**src/rtl/if_stage_pkg.sv**
```systemverilog
// Shared definitions for the fetch stage: next-PC select encodings and the
// default reset vector / instruction memory depth.
package if_stage_pkg;

  localparam logic [31:0] PC_RESET_DEFAULT = 32'h0000_3000;
  localparam int          IM_WORDS_DEFAULT = 1024;

  typedef enum logic [1:0] {
    NPC_SEQ    = 2'b00,
    NPC_BRANCH = 2'b01,
    NPC_JUMP   = 2'b10,
    NPC_JR     = 2'b11
  } npc_op_e;

endpackage

```
**src/rtl/if_stage_npc.sv**
```systemverilog
// Combinational next-PC selector: sequential, branch, j/jal and jr targets.
// Branch and jump targets are relative to the instruction sitting in D.
module if_stage_npc
  import if_stage_pkg::*;
(
  input  logic [31:0] pc,
  input  logic [31:0] pc_d,
  input  logic        valid_d,
  input  logic [1:0]  npc_op,
  input  logic        b_taken,
  input  logic [15:0] imm16,
  input  logic [25:0] j_index,
  input  logic [31:0] jr_target,
  output logic [31:0] npc
);

  logic [31:0] pc_plus4;
  logic [31:0] br_offset;

  assign pc_plus4  = pc + 32'd4;
  assign br_offset = {{14{imm16[15]}}, imm16, 2'b00};

  // A bubble in D carries no control-flow intent, so it always falls through.
  always_comb begin
    npc = pc_plus4;
    if (valid_d) begin
      case (npc_op_e'(npc_op))
        NPC_SEQ:    npc = pc_plus4;
        NPC_BRANCH: npc = b_taken ? (pc_d + 32'd4 + br_offset) : pc_plus4;
        NPC_JUMP:   npc = {pc_d[31:28], j_index, 2'b00};
        NPC_JR:     npc = jr_target;
        default:    npc = pc_plus4;
      endcase
    end
  end

endmodule

```
**src/rtl/if_stage.sv**
```systemverilog
// Instruction fetch stage: PC register, address-error detection and the
// IF/ID pipeline register. Redirect beats stall beats normal advance.
module if_stage
  import if_stage_pkg::*;
#(
  parameter logic [31:0] PC_RESET = PC_RESET_DEFAULT,
  parameter int          IM_WORDS = IM_WORDS_DEFAULT
) (
  input  logic        clk,
  input  logic        reset,
  input  logic        stall,
  input  logic [1:0]  npc_op,
  input  logic        b_taken,
  input  logic [15:0] imm16_D,
  input  logic [25:0] j_index_D,
  input  logic [31:0] jr_target,
  input  logic        redirect,
  input  logic [31:0] redirect_pc,
  output logic [31:0] imem_addr,
  input  logic [31:0] imem_data,
  output logic [31:0] instr_D,
  output logic [31:0] pc_D,
  output logic [31:0] pc8_D,
  output logic        adel_D,
  output logic        valid_D
);

  localparam logic [31:0] PC_LAST = PC_RESET + 32'(4 * IM_WORDS) - 32'd4;

  logic [31:0] pc;
  logic [31:0] npc;
  logic        adel;

  assign imem_addr = pc;
  assign adel      = (pc[1:0] != 2'b00) | (pc < PC_RESET) | (pc > PC_LAST);

  if_stage_npc u_npc (
    .pc        (pc),
    .pc_d      (pc_D),
    .valid_d   (valid_D),
    .npc_op    (npc_op),
    .b_taken   (b_taken),
    .imm16     (imm16_D),
    .j_index   (j_index_D),
    .jr_target (jr_target),
    .npc       (npc)
  );

  // Faulting fetches still flow down the pipe, but with a zeroed instruction.
  always_ff @(posedge clk or negedge reset) begin
    if (!reset) begin
      pc      <= PC_RESET;
      instr_D <= 32'd0;
      pc_D    <= 32'd0;
      pc8_D   <= 32'd0;
      adel_D  <= 1'b0;
      valid_D <= 1'b0;
    end else if (redirect) begin
      pc      <= redirect_pc;
      instr_D <= 32'd0;
      pc_D    <= 32'd0;
      pc8_D   <= 32'd0;
      adel_D  <= 1'b0;
      valid_D <= 1'b0;
    end else if (!stall) begin
      pc      <= npc;
      instr_D <= adel ? 32'd0 : imem_data;
      pc_D    <= pc;
      pc8_D   <= pc + 32'd8;
      adel_D  <= adel;
      valid_D <= 1'b1;
    end
  end

endmodule
```
**config.mk**
```make
export PLATFORM = sky130hd
export DESIGN_NAME = if_stage
export DESIGN_NICKNAME = d
export VERILOG_FILES = /design/src/rtl/if_stage_pkg.sv /design/src/rtl/if_stage_npc.sv /design/src/rtl/if_stage.sv
export SDC_FILE = /design/constraint.sdc
export NUM_CORES = 1
export LEC_CHECK = 0
export BUFFER_PORTS_ARGS = -buffer_cell sky130_fd_sc_hd__buf_2
export CAP_MARGIN = 15
export CORE_MARGIN = 1
export CORE_UTILIZATION = 45
export DETAILED_ROUTE_END_ITERATION = 8
export GPL_TIMING_DRIVEN = 0
export HOLD_SLACK_MARGIN = 0.15
export PLACE_DENSITY = 0.74
export RECOVER_POWER = 25
export SYNTH_ARGS = -nofsm -noshare
export SYNTH_HDL_FRONTEND = slang
export SYNTH_SLANG_ARGS = --single-unit
```
**constraint.sdc**
```tcl
create_clock -name clk -period 3.5 [get_ports clk]
set_input_delay 0.875 -clock clk [delete_from_list [all_inputs] [get_ports clk]]
set_output_delay 0.875 -clock clk [all_outputs]
set_load 0.02 [all_outputs]
```
==> metrics.csv, run 1 <==
metric,value,unit
critPathMaxFanout,15,
maxCapViolations,1,
syn_avg_cell_area,8.69,um2
grt_pass1_vias,9109,
crit_required,3800,ps
cts_root_buffer,clkbuf_16,
finalNetCount,1542,
clk_latency,430,ps
grt_use_total,34.4,%
drc,0,
wl_per_cell,21.8,um
drive_gt1_share,25.4,%
routabilityCongestion,0.980,
synth_ff_type,dfrtp_1,
violations,"capacitance limit, slew limit",
slowest_stage,o311ai_4,
yosys_warnings,0,
drt_wl_total,35100,um
path_buf_inv,1,
ant_nets,0,
syn_to_final_growth,26.0,%
clkTransAtPathRegs,60,ps
synth_edf_count,0,
setup_viol,0,
first_pass_iters,6,
fin_crit_sh,98.6,%
clock_sinks,127,
die_height,144,um
antenna_cells,0,
synth_nets,1247,
antenna_found_initial,0,
critical_path_class,in -> reg,
slowest_delay,470,ps
crit_family,compound AO/OA/AOI/OAI gates,
vias,9782,
clock_path_buffers,2,
synth_common_cells,"142 x nor2_1, 125 x dfrtp_1, 92 x a21oi_1",
synth_top_area_share,34.7,%
io_buffers,274,
path_cells,"buf_4, ha_1, ha_2, and2_1, nand3_2, o311ai_4, a31oi_2, o21ai_2, mux2_2, or3_1",
maxSlewViolCount,37,
via_per_inst,6.08,
die-area,20600,um2
dp_hpwl,27000,um
synth.distinct_cells,69,
final.fill_count,1870,
reg2reg_depth,12,
overflow,0,
ir_drop,317,uV
arrival,3750,ps
htreeDepth,4,
yosysTopAreaCell,dfrtp_1,
pin_count,275,
grt_max_degree,92,
relSlewSlack,-52.1,%
row_count,51,
whs,501,ps
synth.most_common_cell,nor2_1,
crit_path_end_kind,flip-flop,
numCtsBuffers,17,
die_x,144,um
p_per_area,425,nW/um2
critical_path_depth,10,
startpoint_type,input port,
postSynthCellCount,1038,
drtIter0Drc,1196,
min_path_type,reg -> reg,
synth_seq_cells,127,
whs_path_depth,1,
core,19600,um2
cts_hold_buf,0,
finish.utilization,58.0,%
outcome,"finished, violations left",
fin_skew,11.2,ps
start_util,46.1,%
syn_area,9020,um2
synth.area.top_cells,"dfrtp_1 35%, ha_1 8.7%, nor2_1 5.9%",
power.leakage,0.00556,uW
cts_tree,yes,
worst_pin_slew,2280,ps
ys_async_sr_fraction,100,%
fmax,290,MHz
period_needed,3450,ps
grt_pass1_wl,52500,um
ys_seq_area_share,35.2,%
final_hold_viol_count,0,
area by class of cell:
cell class,count,area [um2],share of cell area [%]
well taps,265,332,2.92
clock inverters,13,108,0.946
plain buffers,85,347,3.05
multi-input cells,811,5500,48.4
inverters,15,56.3,0.495
repair buffers,276,1410,12.4
flip-flops and latches,127,3180,28.0
clock buffers,18,439,3.86
path summary, 6_finish.rpt:
kind                             start             to  slack, ps
min in group asynchronous        reset       pc_D[24]       1120
min                        instr_D[18]    instr_D[18]        500
min reg2reg                instr_D[18]    instr_D[18]        500
max reg2reg                    pc_D[3]  imem_addr[31]        200
max in group asynchronous        reset      pc8_D[14]       1050
max                        imm16_D[15]  imem_addr[31]         50
cells by family (layout without fill, tap and decap cells):
family	after synthesis	count (layout)	share of synthesized area [%]
AO/OA/AOI/OAI	307	307	23.2
XOR/XNOR	63	63	6.11
adder cells (fa/ha/maj)	64	64	8.96
buffers and inverters	100	407	4.46
flip-flops	127	127	35.2
multiplexers	43	43	4.80
AND/OR/NAND/NOR	334	334	17.2
timing repair:
item | in CTS | in global routing
gates resized for setup | 5 | 7
pin swaps | 0 | 1
gates cloned | 0 | 0
buffers inserted | 0 | 1
setup endpoints to repair | 3 | 5
worst reg2reg max path, delay by kind of cell (launching register included):
family	cells	cell delay, ps
AO/OA/AOI/OAI	5	1100
adder cells (fa/ha/maj)	3	850
buffers and inverters	2	130
flip-flops	1	400
multiplexers	1	340
AND/OR/NAND/NOR	1	350
cell usage in the layout (no fill, tap or decap), drive strengths merged, types with 3 or more instances in the layout:
master	n
a211o	5
a211oi	11
a21o	10
a21oi	92
a221o	9
a221oi	10
a222oi	10
a22o	36
a22oi	11
a31oi	13
and2	6
and3	12
buf	297
clkbuf	82
clkinv	4
clkinvlp	4
dfrtp	125
ha	63
inv	20
mux2i	41
nand2	75
nand2b	4
nand3	26
nand4	21
nor2	143
nor2b	4
nor3	18
nor4	7
o211ai	6
o21a	8
o21ai	50
o221ai	4
o22a	4
o22ai	8
o32a	3
or3	8
xnor2	35
xor2	28
through the flow:
| stage | setup WS [ps] | area, um2 | TNS (ps) | power, uW | instances |
|---|---|---|---|---|---|
| finish | 49.4 | 11400 | 0 | 4840 | 1610 |
| detailed placement | -648 | 10800 | -3810 | 3130 | 1578 |
| floorplan | 33.4 | 9030 | 0 | 2580 | 1038 |
| global placement | -634 | 10700 | -34670 | 3110 | 1577 |
| global route | -12.5 | 11400 | -12.5 | 5030 | 1610 |
| CTS | 53.4 | 11300 | 0 | 4800 | 1609 |
sequential cells by signal, indices dropped and copies added, names as in the netlist:
name       flops
valid_D        1
imem_addr     32
pc8_D         29
instr_D       32
adel_D         1
pc_D          32
routing by layer:
layer	vias up	global-route usage, %	wire [um]
li1	4419	-	-
met1	4676	47.1	14400
met2	608	53.0	15900
met3	79	7.36	3610
met4	0	13.0	1130
met5	-	0	0
report_power, final:
part	switching [uW]	total, uW	internal (uW)
registers	99.1	1670	1570
logic	966	1480	514
clock network	752	1690	934
(Power assumes the default switching activity.)
==> inputs of run 2 (changes only) <==
- CORE_MARGIN: 1 -> 10
- REMOVE_ABC_BUFFERS: not set -> 1
==> run 2 against run 1 <==
The flow finishes with violations (capacitance limit, slew limit, setup timing). Sequential cell count unchanged. Worst hold slack about the same. Highest routed layer is now met5. Final area down 1.4%. Fmax fell by 1.7%. Die area is 27% higher.
==> metrics.csv, run 2 (synthesis results as in run 1) <==
metric,value,unit,change
outcome,"finished, violations left",,
violations,"capacitance limit, slew limit, setup timing",,
maxCapViolations,1,,unchanged
wl_per_cell,21.3,um,-2.1%
p_int,3190,uW,+5.6%
use_met3,7.60,%,+0.24 points
pwr-share-seq,36.4,%,+1.9 points
power.leakage,0.00550,uW,-0.99%
fmax,285,MHz,-1.7%
preCtsSetupSlack,-905,ps,-257 ps
core,19600,um2,unchanged
tns,-11.6,ps,-11.6 ps
crit_path_end_kind,flip-flop,,
clock_sinks,127,,unchanged
die-area,26100,um2,+27%
layout.cells.non_filler,1535,,-4.7%
clk_latency,420,ps,about the same
fin_skew,7.19,ps,-3.98 ps
syn_to_final_growth,24.3,%,
routabilityCongestion,0.917,,-6.4%
grt_pass1_vias,9198,,+0.98%
clkTransAtPathRegs,60,ps,about the same
critical_path_class,in -> reg,,
rsz0062_at_grt,yes,,
ir_drop,370,uV,+17%
final.fill_count,1854,,-0.86%
maxSlewViolCount,65,,+76%
place_area,10600,um2,-2.0%
use_met2,39.0,%,-14 points
fin_crit_sh,100,%,+1.7 points
worstReg2RegEnd,imem_addr[31],,
busiest_layer,met2,,
drtIter0Drc,1023,,-14%
ff2ff_setup_slack,140,ps,-60 ps
p_sw,1690,uW,-7.0%
grt_use_total,24.4,%,-10 points
finish.instance_area,11200,um2,-1.4%
vias,9188,,-6.1%
die_height,162,um,+13%
io_buffers,274,,unchanged
clock_path_buffers,2,,unchanged
cts_root_buffer,clkbuf_16,,
setup_viol,1,,+1
met1_usage,30.2,%,-17 points
pin_count,275,,unchanged
relSlewSlack,-14.0,%,+38 points
critPathMaxFanout,5,,-10
whs_path_depth,1,,unchanged
row_count,51,,unchanged
dp_cells,1499,,-5.0%
p_per_area,435,nW/um2,+2.2%
p_clk_share,37.3,%,+2.4 points
ant_nets,0,,unchanged
grt_max_degree,87,,-5.4%
startpoint_type,input port,,
layout_common_cells,"270 x buf_2, 141 x nor2_1, 124 x dfrtp_1",,
htreeDepth,4,,unchanged
overflow,0,,unchanged
start_util,46.1,%,unchanged
p_comb_share,26.3,%,-4.3 points
die_x,162,um,+13%
numCtsBuffers,17,,unchanged
crit_required,3800,ps,about the same
final_common_cell,buf_2,,
worst_pin_slew,1710,ps,-571 ps
first_pass_iters,7,,+1
setup_ws,-11.6,ps,-61.1 ps
finalNetCount,1463,,-5.1%
r2r-start,pc_D[3],,
period_needed,3510,ps,+61.1 ps
hold-path-endpoint,instr_D[11],,
dp_hpwl,24500,um,-9.5%
via_per_inst,5.99,,-1.5%
grt_pass1_wl,50900,um,-3.1%
drc,0,,unchanged
cts_setup_buffers,0,,unchanged
drt_wl_total,32700,um,-6.7%
antenna_found_initial,4,,+4
p_sw_share,34.6,%,-2.9 points
cts_tree,yes,,
reg2reg_depth,12,,unchanged
drive_gt1_share,26.6,%,+1.2 points
min_path_type,reg -> reg,,
hp-start,instr_D[11],,
arrival,3810,ps,+60 ps
final_hold_viol_count,0,,unchanged
## run 2: power groups by stage
stage                     clock network [uW]  logic [uW]  registers [uW]
final                                   1820        1280            1780
after floorplan                            0         644            1860
after global routing                    1930        1410            1790
after global placement                     0        1230            1790
after detailed placement                   0        1260            1800
after CTS                               1850        1270            1770
## run 2: layer usage
metal	share of wire [%]	up-vias
met5	0.034	-
met4	2.5	2
met3	10	62
met2	47	459
met1	40	4419
li1	-	4246
## run 2: metrics by stage
step | util [%] | total power [uW] | hold slack (ps)
after floorplan | - | 2500 | 557
after global placement | 53.0 | 3020 | 467
after detailed placement | 53.9 | 3050 | 479
after CTS | 57.1 | 4890 | 481
after global routing | 57.2 | 5130 | 517
final | 57.3 | 4880 | 501
## run 2: repair_timing
item,4_1_cts,5_1_grt
gates resized for setup,6,7
hold endpoints to repair,0,0
hold buffers,0,0
pin swaps,0,0
setup endpoints to repair,10,7
## run 2: how the worst max path moves through the flow
stage / from / to / slack, ps
global route: imm16_D[1] / imem_addr[31] / -50
finish: imm16_D[1] / imem_addr[31] / -10
detailed placement: imm16_D[1] / imem_addr[31] / -910
global placement: stall / imem_addr[29] / -2450
floorplan: imm16_D[1] / imem_addr[31] / -130
CTS: imm16_D[1] / imem_addr[31] / -10
## run 2: worst max-delay path, cell delays in order
cell	delay [ps]
buf_2	100
ha_1	270
ha_1	170
inv_1	60
fa_1	390
inv_1	70
a21o_1	220
a211oi_4	120
o311ai_4	440
a31oi_2	180
o21ai_1	210
mux2_2	360
or3_1	340
## run 2: layout make-up
class	instances	area, um2	share of cell area [%]
Antenna cell	3	7.51	0.0669
Clock buffer	19	433	3.86
Clock inverter	13	163	1.45
Inverter	15	56.3	0.502
Multi-Input combinational cell	811	5510	49.1
Sequential cell	127	3180	28.4
Tap cell	265	332	2.96
Timing Repair Buffer	282	1530	13.7
==> inputs of run 3 (changes only) <==
- PLACE_DENSITY: 0.74 -> 0.71
- SYNTH_HIERARCHICAL: not set -> 1
==> run 3 against run 2 <==
Sequential power is essentially flat. Final area grew 4.7%. Global-route usage shrank 0.56 points. The run ends with capacitance limit, slew limit left.
==> metrics.csv, run 3 <==
metric,value,unit,change
syn_avg_cell_area,8.68,um2,-0.16%
fmax,291,MHz,+2.1%
synth.distinct_cells,80,,+16%
drive_gt1_share,27.1,%,+0.48 points
cts_hold_buf,0,,unchanged
crit_required,3800,ps,about the same
pin_count,275,,unchanged
clkTransAtPathRegs,70,ps,about the same
finish.instance_area,11700,um2,+4.7%
hold-path-endpoint,instr_D[8],,
ys_async_sr_fraction,100,%,unchanged
maxCapViolations,1,,unchanged
numCtsBuffers,17,,unchanged
finalNetCount,1525,,+4.2%
cts_tree,yes,,
cts_root_buffer,clkbuf_16,,
worst_pin_slew,2480,ps,+774 ps
grt_use_total,23.8,%,-0.56 points
crit_path_end_kind,flip-flop,,
clock_sinks,127,,unchanged
drc,0,,unchanged
outcome,"finished, violations left",,
syn_area,9470,um2,+4.9%
crit_family,compound AO/OA/AOI/OAI gates,,
grt_pass1_vias,9316,,+1.3%
worstReg2RegEnd,imem_addr[25],,
whs_path_depth,1,,unchanged
start_util,45.3,%,-0.73 points
fin_skew,11.0,ps,+3.82 ps
drtIter0Drc,821,,-20%
yosysTopAreaCell,dfrtp_1,,
ant_nets,0,,unchanged
period_needed,3440,ps,-72.1 ps
row_count,53,,+3.9%
ys_seq_area_share,33.6,%,-1.7 points
synth.most_common_cell,nand2_1,,
ir_drop,305,uV,-18%
grt_pass1_wl,51600,um,+1.3%
routabilityCongestion,0.927,,+1.1%
clock_path_buffers,2,,unchanged
first_pass_iters,5,,-2
fin_crit_sh,98.3,%,-2.1 points
p_per_area,411,nW/um2,-5.4%
min_path_type,reg -> reg,,
io_buffers,274,,unchanged
maxSlewViolCount,46,,-29%
core,20900,um2,+6.6%
dp_hpwl,25000,um,+2.2%
drt_wl_total,33700,um,+2.9%
antenna_found_initial,4,,unchanged
die_x,165,um,+2.1%
clk_latency,430,ps,about the same
power.leakage,0.00575,uW,+4.5%
r2r-start,pc_D[3],,
path_cells,"buf_2, ha_1, ha_2, inv_1, fa_2, nand2b_4, a21oi_4, o31a_2, o22ai_4, o31ai_4, a31oi_1, xnor2_1, o31a_1, mux2i_1, o21ai_0",,
vias,9497,,+3.4%
violations,"capacitance limit, slew limit",,
final_common_cell,buf_2,,
finish.utilization,56.2,%,-1.1 points
layout_common_cells,"269 x buf_2, 142 x nand2_1, 125 x dfrtp_1",,
synth.area.top_cells,"dfrtp_1 33%, ha_1 7.8%, mux2i_1 7.5%",,
wl_per_cell,20.9,um,-2.1%
path_buf_inv,2,,-1
place_area,11000,um2,+4.5%
overflow,0,,unchanged
slowest_stage,fa_2,,
synth_seq_cells,127,,unchanged
critical_path_class,in -> reg,,
relSlewSlack,-65.6,%,-52 points
die-area,27200,um2,+4.3%
grt_max_degree,89,,+2.3%
slowest_delay,350,ps,-90 ps
setup_viol,0,,-1
synth_common_cells,"142 x nand2_1, 125 x dfrtp_1, 89 x nor2_1",,
reg2reg_depth,14,,+2
via_per_inst,5.89,,-1.6%
postSynthCellCount,1091,,+5.1%
htreeDepth,4,,unchanged
critPathLaunch,imm16_D[1],,
synth_edf_count,0,,unchanged
final_hold_viol_count,0,,unchanged
ff2ff_setup_slack,190,ps,+50 ps
syn_to_final_growth,24.0,%,
arrival,3740,ps,-70 ps
hp-start,instr_D[8],,
startpoint_type,input port,,
die_height,165,um,+2.1%
power,4830,uW,-1.0%
yosys_warnings,6,,+6
synth_top_area_share,33.0,%,-1.6 points
synth_ff_type,dfrtp_1,,
critPathMaxFanout,4,,-1
## run 3: metal layers
metal	GRT usage, %	share of wire (%)
met5	0	0
met4	6.12	1.4
met3	6.07	8.9
met2	38.7	48
met1	30.9	42
## run 3: stage by stage
stage	std cells	TNS [ps]	worst slack [ps]	hold slack [ps]
2_1_floorplan	1018	-15290	-478	579
3_3_place_gp	1567	-182390	-3060	466
5_1_grt	1611	-23.7	-23.7	519
3_5_place_dp	1574	-9900	-718	480
4_1_cts	1606	0	2.92	369
6_report	1613	0	60.5	501
## run 3: worst reg2reg max path, stage by stage (launching register included)
cell,delay [ps]
dfrtp_1,410
ha_1,290
ha_2,210
inv_1,70
fa_2,350
nand2b_4,170
a21oi_4,190
o31a_2,210
o22ai_4,110
o31ai_4,310
a31oi_1,150
xnor2_1,180
o31a_1,280
mux2i_1,160
o21ai_0,90
## run 3: worst max-delay path by stage
| stage | to | cells after the start |
|---|---|---|
| global route | imem_addr[21] | 15 |
| detailed placement | imem_addr[29] | 11 |
| CTS | imem_addr[25] | 15 |
| floorplan | instr_D[0] | 3 |
| finish | imem_addr[25] | 15 |
| global placement | instr_D[22] | 4 |
## run 3: cells by family after synthesis
family,synth area share (%)
multiplexers,7.86
XOR/XNOR,5.73
AO/OA/AOI/OAI,21.8
buffers and inverters,4.23
flip-flops,33.6
adder cells (fa/ha/maj),8.01
AND/OR/NAND/NOR,18.8
## run 3: report_power, final
part / switching [uW] / internal (uW) / total [uW]
clock network: 824 / 958 / 1780
logic: 772 / 498 / 1270
registers: 212 / 1560 / 1780
## run 3: timing repair
| action | in CTS | in global routing |
|---|---|---|
| endpoints found under the setup margin | 8 | 18 |
| pin swaps | 0 | 7 |
| resized for setup | 4 | 14 |
| setup buffers | 0 | 1 |
## run 3: cell type report
cell class,count,area (um2)
clock inverter,15,158
fill,1934,9150
tap,275,344
inverter,28,109
clock buffer,17,425
sequential,127,3180
multi-input combinational,863,5990
timing repair buffer,283,1520
antenna,5,12.5
